$ cat src/rtl/loop_seq_pkg.sv
// Shared definitions for the loop nest sequencer.
//   CNT_WIDTH_DEFAULT : default width of every loop index and bound
//   seq_state_e       : sequencer FSM state encoding
package loop_seq_pkg;

    localparam int CNT_WIDTH_DEFAULT = 8;

    typedef enum logic [1:0] {
        ST_IDLE = 2'd0,
        ST_RUN  = 2'd1,
        ST_DONE = 2'd2
    } seq_state_e;

endpackage : loop_seq_pkg

$ cat src/rtl/loop_counter.sv
// One loop level of the nest: a wrapping up-counter with a latched bound.
// Ports:
//   clk_i, rst_ni : clock, asynchronous active-low reset
//   clear         : zero the count and latch 'bound' (start of a run)
//   enable        : advance one step; wraps to 0 after reaching the bound
//   bound         : inclusive last index, sampled only on clear
//   q             : current index
//   last          : q equals the latched bound (wrap happens on next enable)
module loop_counter #(
    parameter int WIDTH = 8
) (
    input  logic             clk_i,
    input  logic             rst_ni,
    input  logic             clear,
    input  logic             enable,
    input  logic [WIDTH-1:0] bound,
    output logic [WIDTH-1:0] q,
    output logic             last
);

    logic [WIDTH-1:0] bound_q;

    // Wrap is decided by equality with the latched bound, so a bound of
    // all-ones never needs a carry-out bit.
    assign last = (q == bound_q);

    always_ff @(posedge clk_i or negedge rst_ni) begin
        if (!rst_ni) begin
            q       <= '0;
            bound_q <= '0;
        end else if (clear) begin
            q       <= '0;
            bound_q <= bound;
        end else if (enable) begin
            q <= last ? '0 : q + WIDTH'(1);
        end
    end

endmodule : loop_counter

$ cat src/rtl/loop_nest_sequencer.sv
// Three-deep loop nest index generator (m outermost, k innermost).
// Ports:
//   clk_i, rst_ni          : clock, asynchronous active-low reset
//   start_i                : launch a run (honoured only in IDLE)
//   abort_i                : terminate any run, back to IDLE, no done pulse
//   bound_{m,n,k}_i        : inclusive last index per loop, latched at start
//   idx_valid_o            : index tuple valid (exactly while in RUN)
//   idx_ready_i            : consumer accepts the tuple
//   idx_{m,n,k}_o          : current indices
//   first_k_o / last_k_o   : k at 0 / k at its bound, while valid
//   busy_o                 : not IDLE
//   done_o                 : one-cycle pulse on normal completion
//   state_o                : current FSM state (debug visibility)
//
// Handshake: a tuple transfers on a cycle where idx_valid_o and idx_ready_i
// are both high; while valid is high and ready is low the tuple holds steady.
// valid never depends on ready, and abort_i cancels a same-cycle transfer.
module loop_nest_sequencer
    import loop_seq_pkg::*;
#(
    parameter int CNT_WIDTH = CNT_WIDTH_DEFAULT
) (
    input  logic                 clk_i,
    input  logic                 rst_ni,
    input  logic                 start_i,
    input  logic                 abort_i,
    input  logic [CNT_WIDTH-1:0] bound_m_i,
    input  logic [CNT_WIDTH-1:0] bound_n_i,
    input  logic [CNT_WIDTH-1:0] bound_k_i,
    output logic                 idx_valid_o,
    input  logic                 idx_ready_i,
    output logic [CNT_WIDTH-1:0] idx_m_o,
    output logic [CNT_WIDTH-1:0] idx_n_o,
    output logic [CNT_WIDTH-1:0] idx_k_o,
    output logic                 first_k_o,
    output logic                 last_k_o,
    output logic                 busy_o,
    output logic                 done_o,
    output logic [1:0]           state_o
);

    seq_state_e state;
    logic       valid_q;
    logic       busy_q;
    logic       done_q;

    logic       launch;
    logic       handshake;
    logic       en_k;
    logic       en_n;
    logic       en_m;
    logic       last_k;
    logic       last_n;
    logic       last_m;
    logic       nest_done;

    assign launch    = (state == ST_IDLE) & start_i & ~abort_i;
    assign handshake = valid_q & idx_ready_i & ~abort_i;

    // Carry chain built from the inner counters' last flags.
    assign en_k      = handshake;
    assign en_n      = en_k & last_k;
    assign en_m      = en_n & last_n;
    assign nest_done = en_m & last_m;

    loop_counter #(.WIDTH(CNT_WIDTH)) u_cnt_k (
        .clk_i  (clk_i),
        .rst_ni (rst_ni),
        .clear  (launch),
        .enable (en_k),
        .bound  (bound_k_i),
        .q      (idx_k_o),
        .last   (last_k)
    );

    loop_counter #(.WIDTH(CNT_WIDTH)) u_cnt_n (
        .clk_i  (clk_i),
        .rst_ni (rst_ni),
        .clear  (launch),
        .enable (en_n),
        .bound  (bound_n_i),
        .q      (idx_n_o),
        .last   (last_n)
    );

    loop_counter #(.WIDTH(CNT_WIDTH)) u_cnt_m (
        .clk_i  (clk_i),
        .rst_ni (rst_ni),
        .clear  (launch),
        .enable (en_m),
        .bound  (bound_m_i),
        .q      (idx_m_o),
        .last   (last_m)
    );

    always_ff @(posedge clk_i or negedge rst_ni) begin
        if (!rst_ni) begin
            state   <= ST_IDLE;
            valid_q <= 1'b0;
            busy_q  <= 1'b0;
            done_q  <= 1'b0;
        end else if (abort_i) begin
            state   <= ST_IDLE;
            valid_q <= 1'b0;
            busy_q  <= 1'b0;
            done_q  <= 1'b0;
        end else begin
            done_q <= 1'b0;
            case (state)
                ST_IDLE: begin
                    if (start_i) begin
                        state   <= ST_RUN;
                        valid_q <= 1'b1;
                        busy_q  <= 1'b1;
                    end
                end
                ST_RUN: begin
                    if (nest_done) begin
                        state   <= ST_DONE;
                        valid_q <= 1'b0;
                        done_q  <= 1'b1;
                    end
                end
                ST_DONE: begin
                    state  <= ST_IDLE;
                    busy_q <= 1'b0;
                end
                default: begin
                    state   <= ST_IDLE;
                    valid_q <= 1'b0;
                    busy_q  <= 1'b0;
                end
            endcase
        end
    end

    assign idx_valid_o = valid_q;
    assign busy_o      = busy_q;
    assign done_o      = done_q;
    assign state_o     = state;

    // Both flags come from registered count/bound state, never from ready.
    assign first_k_o   = valid_q & (idx_k_o == '0);
    assign last_k_o    = valid_q & last_k;

endmodule : loop_nest_sequencer

$ cat config.mk
export PLATFORM = sky130hd
export DESIGN_NAME = loop_nest_sequencer
export DESIGN_NICKNAME = d
export VERILOG_FILES = /design/src/rtl/loop_seq_pkg.sv /design/src/rtl/loop_counter.sv /design/src/rtl/loop_nest_sequencer.sv
export SDC_FILE = /design/constraint.sdc
export NUM_CORES = 1
export LEC_CHECK = 0
export ABC_AREA = 1
export CAP_MARGIN = 20
export CELL_PAD_IN_SITES_DETAIL_PLACEMENT = 1
export CELL_PAD_IN_SITES_GLOBAL_PLACEMENT = 2
export CORE_ASPECT_RATIO = 0.8
export CORE_MARGIN = 2
export CORE_UTILIZATION = 29
export DETAILED_ROUTE_END_ITERATION = 7
export PLACE_DENSITY_LB_ADDON = 0.1
export SLEW_MARGIN = 25
export SYNTH_ARGS = -nofsm -noshare
export SYNTH_HDL_FRONTEND = slang
export SYNTH_SLANG_ARGS = --single-unit
$ cat constraint.sdc
create_clock -name clk_i -period 2 [get_ports clk_i]
set_input_delay 0.3 -clock clk_i [delete_from_list [all_inputs] [get_ports clk_i]]
set_output_delay 0.3 -clock clk_i [all_outputs]
set_load 0.1 [all_outputs]
==> impl_metrics.toml, run 1 <==
[synth]
synth.distinct_cells = 28
synthCells = 352
syn-num-nets = 385
ys_seq_area_frac = 0.472
yosysWarnings = 0
synth_edf_count = 0
yosysMostFrequentCell = "nand2_1"
netlist_area_um2 = 2810
yosysTopAreaCell = "dfrtp_1"
avgSynthCellArea_um2 = 7.99
synth_common_cells = "nand2_1, dfrtp_1, nor2_1"
async_flop_share = 1.00
ys_seq_elements = 53
synth_top_area_frac = 0.472
synth_area_leaders = "dfrtp_1, nand2_1, xnor2_1"
synth_ff_type = "dfrtp_1"

[global_routing]
grt_use_total = 0.158
antenna_found_initial = 0
grt_overflow = 0
grt_pass1_vias = 2576
grt_max_degree = 29
grt_first_pass_wirelength_um = 13000

[timing]
holdWs_ps = 481
worst_pin_slew_ps = 516
setup_ws_ps = 99.5
setup-tns-final_ps = 0
fin_crit_sh = 0.950
maxSlewHeadroom = 0.656
grt_setup_unrepaired = "false"
max_freq_ghz = 0.526
drv_slew = 0
min_period_ps = 1900
fin_skew_ps = 3.75
hold_violations = 0
setup_violations = 0

[place]
place_congestion = 0.773
hpwl_um = 5910
dp_worst_setup_slack_ps = 109
port_buffers = 59

[clock_tree]
clock_sinks = 53
cts_root_buffer = "clkbuf_16"
cts_buffer_depth = 2
htreeDepth = 2
clk_pin_slew_ps = 70
clk_latency_ps = 300
tritoncts = "built"
cts_made_buffers = 5

[detailed_routing]
vias = 2530
wire_per_inst_um = 14.2
wl_met2_um = 3540
postRouteWirelength_um = 7900
wl_met3_um = 364
maxUsedRoutingLayer = "met4"
firstDrtPassIters = 4
drtIter0Drc = 79
vias_per_cell = 4.56
met1Wirelength_um = 3930
antenna_left = 0
drc = 0

[critical_path]
worstSetupStartpoint = "u_cnt_k.q[0]"
startpoint_type = "flip-flop"
crit_fanout = 4
worstPathRequired_ps = 1700
cp-end-kind = "primary output"
worstPathArrival_ps = 1600
worstReg2RegStart = "u_cnt_k.q[0]"
crit_type = "flip-flop to primary output"

[power_and_ir_drop]
swShare = 0.389
vdd_drop_max_mv = 0.373
seqPwrFrac = 0.363
power_frac_comb = 0.364
leakage_nw = 1.93
p_sw_w = 0.00148
p_per_area_nw_per_um2 = 969
p_int_w = 0.00233
clockPowerShare = 0.274
p_total_w = 0.00381

[final_layout]
multi_input_area_um2 = 1390
nNetsFinal = 468
synthToLayoutAreaGrowth_pct = 39.7
num-fill-cells = 1156
seq_area_um2 = 1360
antennaDiodeCount = 0
drive_gt1_frac = 0.248

[floorplan]
io_pins = 60
rows = 32
start_util = 0.295
dieArea_um2 = 10500
die_height_um = 92.1
core_area_um2 = 9530
dieWidth_um = 114

[min_path]
hp-class = "flip-flop to flip-flop"
hp-start = "busy_o"

[run]
drv_cap = 0

[outcome]
outcome = "finished clean"
state kept, by name (all words and copies together) (netlist names):
register and count:
u_cnt_k.bound_q 8, u_cnt_k.q 8, u_cnt_m.bound_q 8, u_cnt_m.q 8, u_cnt_n.bound_q 8, u_cnt_n.q 8
state_o 2, busy_o 1, done_o 1, idx_valid_o 1
routing by layer:
metal	vias up	global-route usage
li1	1267	-
met1	1211	0.217
met2	47	0.250
met3	5	0.0423
met4	0	0.0335
met5	-	0
final cells by class:
class / instances / share of cell area
tap: 119 / 0.0379
multi-input combinational: 259 / 0.353
timing repair buffer: 83 / 0.185
clock inverter: 2 / 0.00956
clock buffer: 6 / 0.0354
inverter: 33 / 0.0328
sequential: 53 / 0.346
critical path, cell delays in order (launching register included):
cell and delay [ps]:
dfrtp_4 500, inv_4 90, nand2_1 50, nand2_1 50
nand2_1 80, nor2_4 160, nand2_4 80, nor2_4 110
buf_12 180
path summary, 6_finish.rpt:
| check | endpoint | slack (ps) | depth (start not counted) |
|---|---|---|---|
| worst max-delay path | last_k_o | 100 | 8 |
| worst min-delay path | busy_o | 480 | 2 |
| worst max register to register | u_cnt_m.q[0] | 210 | 11 |
| worst min register to register | busy_o | 480 | 2 |
| max in group asynchronous | idx_valid_o | 800 | 4 |
| min in group asynchronous | u_cnt_n.bound_q[5] | 500 | 2 |
power by group through the flow:
stage               combinational, W  clock (W)  sequential, W
floorplan                   0.000501          0        0.00182
global placement             0.00126          0        0.00143
detailed placement           0.00127          0        0.00144
CTS                          0.00128    0.00108        0.00141
global route                 0.00149    0.00111        0.00140
finish                       0.00138    0.00104        0.00138
repair_timing:
action | 4_1_cts | 5_1_grt
endpoints found under the hold margin | 18 | 0
pin swaps | 0 | 1
buffers inserted | 0 | 9
hold buffers | 1 | 0
resized for setup | 2 | 6
setup endpoints to repair | 1 | 2
per-stage QoR:
step / std cells / util / area (um2)
global route: 555 / 0.412 / 3930
finish: 555 / 0.412 / 3930
floorplan: 352 / - / 2880
detailed placement: 537 / 0.382 / 3640
global placement: 537 / 0.382 / 3640
CTS: 546 / 0.402 / 3830
layout by cell type, fill, tap and decap left out, drive strengths merged:
cell type | synthesis | routed
a21boi | 1 | 1
a21oi | 9 | 9
buf | 4 | 55
bufinv | 0 | 1
clkbuf | 3 | 6
clkdlybuf4s50 | 0 | 27
clkinvlp | 0 | 1
dfrtp | 53 | 53
dlygate4sd3 | 0 | 1
ha | 4 | 4
inv | 33 | 33
nand2 | 130 | 130
nand3 | 19 | 19
nand4 | 5 | 5
nor2 | 36 | 36
nor3 | 7 | 7
nor3b | 1 | 1
nor4 | 1 | 1
o21ai | 19 | 19
or2 | 1 | 1
xnor2 | 15 | 15
xor2 | 11 | 11
kinds of logic after synthesis:
| logic type | Yosys count | share of synthesized area |
|---|---|---|
| AO/OA/AOI/OAI | 29 | 0.0538 |
| XOR/XNOR | 26 | 0.0810 |
| adder cells (fa/ha/maj) | 4 | 0.0178 |
| buffers and inverters | 40 | 0.0605 |
| flip-flops | 53 | 0.472 |
| AND/OR/NAND/NOR | 200 | 0.315 |
No activity file was read; power rests on OpenSTA's default activity.
==> run 2: changes to the inputs <==
--- a/config.mk
+++ b/config.mk
@@ -11,7 +11,8 @@
 export CELL_PAD_IN_SITES_GLOBAL_PLACEMENT = 2
 export CORE_ASPECT_RATIO = 0.8
 export CORE_MARGIN = 2
-export CORE_UTILIZATION = 29
+export CORE_UTILIZATION = 30
+export CTS_BUF_LIST = sky130_fd_sc_hd__clkbuf_4
 export DETAILED_ROUTE_END_ITERATION = 7
 export PLACE_DENSITY_LB_ADDON = 0.1
 export SLEW_MARGIN = 25
==> run 2 against run 1 <==
Effect of this change: the run now ends with negative setup slack left; maximum frequency shrank 5.4%; worst hold slack lost 62 ps; final cell count grew 0.18%; worst setup slack lost 110 ps; combinational power grew 5%; clock power shrank 51%; via count grew 0.59%; clock skew grew 8.9 ps; count of clock-buffer cells in the layout grew 1; sequential power is essentially flat; final area shrank 1.5%; largest power group is now combinational cells.
==> impl_metrics.toml, run 2 (synthesized netlist as in run 1, its figures left out) <==
[power_and_ir_drop]
vdd_drop_max_mv = 0.688
leakage_nw = 1.90
clockPowerShare = 0.152
swShare = 0.430
seqPwrFrac = 0.416
p_int_w = 0.00191
p_sw_w = 0.00144
p_per_area_nw_per_um2 = 866
power_frac_comb = 0.431

[global_routing]
grt_max_degree = 54
grt_use_total = 0.160
antenna_found_initial = 0
grt_overflow = 0
grt_pass1_vias = 2647
grt_first_pass_wirelength_um = 13200

[floorplan]
dieWidth_um = 112
rows = 31
start_util = 0.310
io_pins = 60
core_area_um2 = 9080
die_height_um = 90.6
dieArea_um2 = 10200

[detailed_routing]
firstDrtPassIters = 4
antenna_left = 0
postRouteWirelength_um = 7870
vias_per_cell = 4.58
drtIter0Drc = 109
wire_per_inst_um = 14.1
vias = 2545
drc = 0

[timing]
max_freq_ghz = 0.498
maxSlewHeadroom = 0.708
fin_skew_ps = 12.6
min_period_ps = 2010
setup-tns-final_ps = -8.99
worst_pin_slew_ps = 438
grt_setup_unrepaired = "true"
drv_slew = 0
setup_ws_ps = -8.99
setup_violations = 1
fin_crit_sh = 1.00
hold_violations = 0

[place]
port_buffers = 59
dp_worst_setup_slack_ps = 103
place_congestion = 0.734
dpl.cell_count = 528
hpwl_um = 5750

[final_layout]
finalNonFillerCells = 556
nNetsFinal = 473
synthToLayoutAreaGrowth_pct = 37.7
drive_gt1_frac = 0.272
antennaDiodeCount = 0
layout_common_cells = "nand2_1, buf_4, dfrtp_1"
mostFrequentLayoutCell = "nand2_1"
num-fill-cells = 1117

[critical_path]
cp-end-kind = "primary output"
crit_type = "flip-flop to primary output"
worstPathRequired_ps = 1700
crit_fanout = 4
worstPathArrival_ps = 1710
startpoint_type = "flip-flop"

[clock_tree]
tritoncts = "built"
cts_root_buffer = "clkbuf_4"
cts_made_buffers = 5
clk_pin_slew_ps = 160
cts_buffer_depth = 2
clock_sinks = 53
clk_latency_ps = 380
htreeDepth = 2

[outcome]
outcome = "finished, violations left"
violations = "negative setup slack"

[min_path]
hp-class = "input port to asynchronous set/reset pin"

[run]
drv_cap = 0
run 2: cell types whose count changed in the layout (fill, tap and decap cells not counted), sizes merged:
cell,previous run,this run
buf,55,60
bufinv,1,0
clkbuf,6,7
clkinv,0,1
clkinvlp,1,0
run 2: layout make-up:
cell class	count	area, um2	share of cell area
clock buffers	7	52.6	0.0136
repair buffers	88	766	0.198
multi-input cells	259	1410	0.365
clock inverters	1	3.75	0.000970
well taps	115	144	0.0372
flip-flops and latches	53	1360	0.351
inverters	33	134	0.0346
run 2: metal layers:
layer	routed length [um]	vias to the layer above	GRT usage
li1	-	1281	-
met1	3840	1213	0.224
met2	3700	44	0.263
met3	271	7	0.0282
met4	61	0	0.0305
met5	0	-	0
run 2: final timing paths:
kind                              start                  to  slack (ps)  depth (start not counted)
setup / recovery           u_cnt_k.q[0]            last_k_o          -9                          8
setup reg to reg           u_cnt_k.q[0]        u_cnt_m.q[0]         100                         13
min in group clk_i         bound_n_i[5]  u_cnt_n.bound_q[5]         440                          3
max in group asynchronous        rst_ni        u_cnt_m.q[0]        1290                          3
hold reg to reg                  busy_o              busy_o         510                          2
hold / removal                   rst_ni  u_cnt_k.bound_q[4]         420                          3
run 2: repair_timing:
item	4_1_cts	5_1_grt
setup buffers	11	8
endpoints found under the hold margin	53	0
setup endpoints to repair	1	5
pin swaps	2	10
gates resized for setup	4	15
hold buffers	1	0
run 2: power groups by stage:
stage                     combinational, W  sequential, W  clock, W
after floorplan                   0.000501        0.00182         0
after global placement             0.00124        0.00144         0
after detailed placement           0.00125        0.00144         0
after CTS                          0.00133        0.00141  0.000550
after global routing               0.00157        0.00142  0.000585
final                              0.00145        0.00140  0.000511
run 2: worst max-delay path: stages, from the launching register on:
cell     delay, ps
dfrtp_4        540
inv_4           70
nand2_2         50
nand2_2         70
nand2_2         70
nor2_4         130
nand2_2         90
nor2_4         130
buf_12         180
run 2: through the flow:
step                hold slack (ps)  utilization  instance area (um2)  total power [W]
finish                          419        0.426                 3870          0.00335
global route                    424        0.426                 3870          0.00357
CTS                             426        0.414                 3750          0.00329
detailed placement              326        0.396                 3590          0.00269
global placement                328        0.396                 3590          0.00268
floorplan                      4.41            -                 2880          0.00232
